$ cat src/rtl/uart_debug_baud_ctrl.sv
// rtl/uart_debug_baud_ctrl.sv - debug-UART baud generator configuration sequencer
module uart_debug_baud_ctrl #(
    parameter int CLK_HZ   = 1843200,
    parameter int DEF_SEL  = 0,
    parameter int BUSY_TMO = 65535,
    parameter int HOLD_CYC = 2
) (
    input  logic        ref_clk,
    input  logic        rst_n,
    input  logic        cfg_req,
    input  logic [2:0]  cfg_sel,
    input  logic        uart_busy,
    input  logic        baud_tick,
    output logic [15:0] period_cnt,
    output logic        baud_gen_rst_n,
    output logic        baud_ready,
    output logic        cfg_ack,
    output logic        cfg_err
);

    function automatic logic [15:0] period_of(input longint rate);
        longint q;
        q = longint'(CLK_HZ) / rate - 1;
        if (q > 65535) return 16'hFFFF;
        if (q < 1) return 16'd1;
        return q[15:0];
    endfunction

    localparam logic [15:0] PER_0 = period_of(9600);
    localparam logic [15:0] PER_1 = period_of(19200);
    localparam logic [15:0] PER_2 = period_of(38400);
    localparam logic [15:0] PER_3 = period_of(57600);
    localparam logic [15:0] PER_4 = period_of(115200);
    localparam logic [15:0] PER_5 = period_of(230400);

    localparam logic [2:0]  DEF_SEL_3 = 3'(DEF_SEL);
    localparam logic [15:0] BUSY_LIM  = 16'(BUSY_TMO);
    localparam logic [15:0] HOLD_LAST = 16'(HOLD_CYC - 1);

    function automatic logic [15:0] period_lookup(input logic [2:0] sel);
        case (sel)
            3'd1:    return PER_1;
            3'd2:    return PER_2;
            3'd3:    return PER_3;
            3'd4:    return PER_4;
            3'd5:    return PER_5;
            default: return PER_0;
        endcase
    endfunction

    typedef enum logic [2:0] {
        S_IDLE, S_WAIT_IDLE, S_HOLD, S_SYNC, S_ACK, S_WAIT_REL
    } state_t;

    state_t      state;
    logic [2:0]  sel_q;
    logic [15:0] wait_cnt;
    logic [15:0] hold_cnt;
    logic [16:0] sync_cnt;
    logic        boot;
    logic        err_q;

    // boot marks the post-reset DEF_SEL bring-up, which finishes without an ack
    always_ff @(posedge ref_clk or negedge rst_n) begin
        if (!rst_n) begin
            state          <= S_HOLD;
            sel_q          <= DEF_SEL_3;
            wait_cnt       <= '0;
            hold_cnt       <= '0;
            sync_cnt       <= '0;
            boot           <= 1'b1;
            err_q          <= 1'b0;
            period_cnt     <= period_lookup(DEF_SEL_3);
            baud_gen_rst_n <= 1'b0;
            baud_ready     <= 1'b0;
            cfg_ack        <= 1'b0;
            cfg_err        <= 1'b0;
        end else begin
            cfg_ack <= 1'b0;
            cfg_err <= 1'b0;
            case (state)
                S_IDLE: begin
                    if (cfg_req) begin
                        if (cfg_sel > 3'd5) begin
                            err_q <= 1'b1;
                            state <= S_ACK;
                        end else begin
                            sel_q    <= cfg_sel;
                            err_q    <= 1'b0;
                            wait_cnt <= 16'd1;
                            state    <= S_WAIT_IDLE;
                        end
                    end
                end
                S_WAIT_IDLE: begin
                    if (!uart_busy) begin
                        period_cnt     <= period_lookup(sel_q);
                        baud_gen_rst_n <= 1'b0;
                        baud_ready     <= 1'b0;
                        hold_cnt       <= '0;
                        state          <= S_HOLD;
                    end else if (wait_cnt >= BUSY_LIM) begin
                        err_q <= 1'b1;
                        state <= S_ACK;
                    end else begin
                        wait_cnt <= wait_cnt + 16'd1;
                    end
                end
                S_HOLD: begin
                    if (hold_cnt >= HOLD_LAST) begin
                        baud_gen_rst_n <= 1'b1;
                        sync_cnt       <= 17'd1;
                        state          <= S_SYNC;
                    end else begin
                        hold_cnt <= hold_cnt + 16'd1;
                    end
                end
                S_SYNC: begin
                    // sync_cnt counts cycles since release, including the current one
                    if (baud_tick) begin
                        baud_ready <= 1'b1;
                        err_q      <= 1'b0;
                        boot       <= 1'b0;
                        state      <= boot ? S_IDLE : S_ACK;
                    end else if (sync_cnt >= {1'b0, period_cnt} + 17'd4) begin
                        baud_gen_rst_n <= 1'b0;
                        baud_ready     <= 1'b0;
                        err_q          <= 1'b1;
                        boot           <= 1'b0;
                        state          <= boot ? S_IDLE : S_ACK;
                    end else begin
                        sync_cnt <= sync_cnt + 17'd1;
                    end
                end
                S_ACK: begin
                    cfg_ack <= 1'b1;
                    cfg_err <= err_q;
                    state   <= S_WAIT_REL;
                end
                S_WAIT_REL: begin
                    if (!cfg_req) state <= S_IDLE;
                end
                default: state <= S_IDLE;
            endcase
        end
    end

endmodule

$ cat config.mk
export PLATFORM = sky130hd
export DESIGN_NAME = uart_debug_baud_ctrl
export DESIGN_NICKNAME = d
export VERILOG_FILES = /design/src/rtl/uart_debug_baud_ctrl.sv
export SDC_FILE = /design/constraint.sdc
export NUM_CORES = 1
export LEC_CHECK = 0
export BUFFER_PORTS_ARGS = -buffer_cell sky130_fd_sc_hd__buf_2
export CAP_MARGIN = 10
export CORE_ASPECT_RATIO = 0.75
export CORE_UTILIZATION = 60
export CTS_CLUSTER_DIAMETER = 40
export CTS_CLUSTER_SIZE = 8
export DETAILED_ROUTE_END_ITERATION = 12
export PLACE_DENSITY_LB_ADDON = 0.25
export SLEW_MARGIN = 40
export SYNTH_ARGS = -nofsm -noshare
export SYNTH_HDL_FRONTEND = slang
export SYNTH_SLANG_ARGS = --single-unit
export TNS_END_PERCENT = 1
$ cat constraint.sdc
create_clock -name ref_clk -period 3.3 [get_ports ref_clk]
set_input_delay 0.165 -clock ref_clk [delete_from_list [all_inputs] [get_ports ref_clk]]
set_output_delay 0.165 -clock ref_clk [all_outputs]
set_load 0.005 [all_outputs]
==> summary.md <==
| Metric | Value |
|---|---|
| Die Width | `90.2 um` |
| Final net count | `399` |
| First-pass GRT wire length | `11,600 um` |
| Cells after synthesis | `360` |
| DRC | `0` |
| Crit path to | `sync_cnt[5]` |
| Tightest Pin Transition | `approximately 700 ps` |
| Post-CTS setup buffers | `0` |
| CTS max path bufs | `2` |
| Chip height | `68.1 um` |
| Nature of the critical path startpoint | `register` |
| CTS Buf Count | `9` |
| Dpl ws | `between 300 and 400 ps` |
| Final setup violation count | `0` |
| Kind of cell adding the most delay to the critical path | `compound AO/OA/AOI/OAI gates` |
| RSZ-0062 raised after global routing | `no` |
| Num Clock Sinks | `66` |
| Core footprint | `5470 um^2` |
| F_max | `0.342 GHz` |
| Initial core utilization | `0.640` |
| CTS tree | `yes` |
| Critical path's slowest cell | `dfstp_2` |
| Top_reg_cell synth | `dfrtp_1` |
| CP Class | `reg -> reg` |
| Clk_lat worst skew | `340 ps` |
| Worst Path Arrival | `3190 ps` |
| CTS root buffer | `clkbuf_8` |
| Critical path fanouts, max | `10` |
| Critical path buffers and inverters | `0` |
| Register area share after synthesis | `0.474` |
| Number of synthesized register bits | `66` |
| Avg Cell Area, Syn | `9.71 um^2` |
| Cell area after synthesis | `roughly 3500 um^2` |
| Io pins | `28` |
| Post-Layout Cell Count | `458` |
| Wirelength per Cell | `15.3 um` |
| Worst r2r dst | `sync_cnt[5]` |
| Clk slew on worst S/H paths | `70 ps` |
| Slowest stage delay, CP | `580 ps` |
| Vias per cell | `roughly 5.8` |
| Largest net degree at the start of global routing | `44` |
| Antenna Nets Post-Route | `0` |
| CP Capture Type | `register` |
| # fillers | `428` |
| Yosys warnings | `0` |
| Skew final | `5.36 ps` |
| Drt total wl | `7010 um` |
| CP Depth | `9` |
| Iteration-0 DRC count of the detailed router | `186` |
| Endpoints failing hold | `0` |
| Post-DP HPWL | `between 4000 and 5000 um` |
| Placer Congestion | `0.827` |
| Max H-tree Level | `3` |
| Layout area overhead | `9.84%` |
| Die area | `6140 um^2` |
| Number of enable flip-flop cells after synthesis | `0` |
| RR Startpoint | `period_cnt[3]` |
| Post-layout util | `0.703` |
| Drt first pass iters | `4` |
| Synth unique cells | `51` |
| # Max-Cap Violations | `0` |
| Outcome | `finished clean` |
| Gr ovfl total | `0` |
| Slew headroom | `0.527` |
| CTS resizes | `0` |
| Initial antenna violation count | `0` |
| Setup TNS | `0 ps` |
| Final period utilization | `0.886` |
| R2R Setup Slk | `380 ps` |
| CP Cell Sequence | `ha_1 -> nand3_1 -> xor2_1 -> ha_1 -> a211oi_1 -> nand3_1 -> a2111o_1 -> a2111oi_2 -> mux2i_1` |
| Diodes inserted | `0` |
| PortBufs | `16` |
| Final worst setup slack | `376 ps` |
| Reg2Reg Depth | `9` |
| Leak | `1.75 nW` |
| Min Tclk post-route | `2920 ps` |
| Layout cell share with drive strength beyond 1 | `0.138` |
| Number of core rows | `23` |
| GRT Overall Usage | `0.248` |
| Placed Cells | `441` |
| Crit path launch | `period_cnt[3]` |
| Vias in the first global route | `2,428` |
| Detailed-route via count | `2,665` |
| Async S/R FF share, synth | `1.00` |
| Pins over their slew limit | `0` |
| CP required | `around 3600 ps` |
| P per Cell Area | `813 nW/um^2` |
| Hold Crit Class | `in -> reg` |
| Max VDD drop | `between 300 and 400 uV` |
placed cells by master, fill, tap and decap left out, drive strengths merged, types with 11 or more instances in the layout:
master / count
clkbuf: 12
a21oi: 17
ha: 13
and2: 24
nor2: 13
o21ai: 25
buf: 21
inv: 11
dfrtp: 60
nand2: 43
nand3: 17
conb: 11
per-stage QoR:
step                      hold slack, ps  area, um^2  power (mW)
after floorplan                     -131        3530        2.04
after global placement               167        3600        2.31
after detailed placement             168        3600        2.36
after CTS                           8.79        3840        3.14
after global routing                36.8        3840        3.35
final                               25.7        3840        3.12
worst min path at each step:
stage,startpoint,to,depth (start not counted)
floorplan,rst_n,baud_gen_rst_n,0
global placement,rst_n,state[0],1
detailed placement,rst_n,cfg_ack,1
CTS,cfg_sel[0],sel_q[0],3
global route,cfg_sel[0],sel_q[0],3
finish,cfg_sel[0],sel_q[0],3
tightest hold or removal path: cells and delay by family:
family,cells,cell delay [ps]
buffers and inverters,1,80
AND/OR/NAND/NOR,2,90
area by class of cell:
class	count	area, um^2	area share
Multi-Input combinational cell	268	1690	0.440
Timing Repair Buffer	22	128	0.0332
Clock inverter	4	73.8	0.0192
Sequential cell	66	1660	0.432
Inverter	11	41.3	0.0107
Tap cell	75	93.8	0.0244
Clock buffer	12	155	0.0404
cell families after synthesis:
logic type | Yosys count | synth area share
compound gates | 75 | 0.142
xor+xnor | 4 | 0.0100
fa+ha+maj | 13 | 0.0465
buf+inv | 35 | 0.0519
flops | 66 | 0.474
mux | 11 | 0.0326
other cells | 2 | 0.00215
simple gates | 154 | 0.240
per-layer routing:
metal / vias up / part of all wire / global-route usage
met4: 0 / 0.011 / 0.0706
met2: 57 / 0.45 / 0.381
li1: 1311 / - / -
met5: - / 0 / 0
met3: 9 / 0.045 / 0.0767
met1: 1288 / 0.50 / 0.345
power by group:
part	leakage [nW]	switching, mW	internal [mW]
registers	0.876	0.232	1.01
clock network	0.117	0.302	0.467
logic	0.753	0.650	0.466
total	1.75	1.18	1.94
cell usage after synthesis (6+ instances only):
cell      number  share of area
ha_1          13          0.047
buf_4         11          0.024
o21ai_0       23          0.033
and3_1         6          0.011
or4_1          6          0.013
a211oi_1       7          0.015
mux2i_1        8          0.023
clkbuf_1      10          0.011
dfrtp_1       60           0.43
and2_1        24          0.043
nand3_1       17          0.024
nor2_1        13          0.014
nand2_1       43          0.046
nand4_1        9          0.016
nand2b_1       9          0.016
a21oi_1       17          0.024
inv_1         11          0.012
dfstp_2        6          0.045
or3_1          7          0.013
sequential cells by signal, summed over array words and instances, names as in the netlist:
signal	count
baud_gen_rst_n	1
sync_cnt	17
wait_cnt	16
boot	1
hold_cnt	16
cfg_err	1
baud_ready	1
sel_q	3
cfg_ack	1
period_cnt	5
err_q	1
state	3
timing repair:
action                                  CTS  global route
hold buffers                              1             0
endpoints found under the setup margin    0             0
endpoints found under the hold margin    23             0
Power figures use the tool's default switching activity.
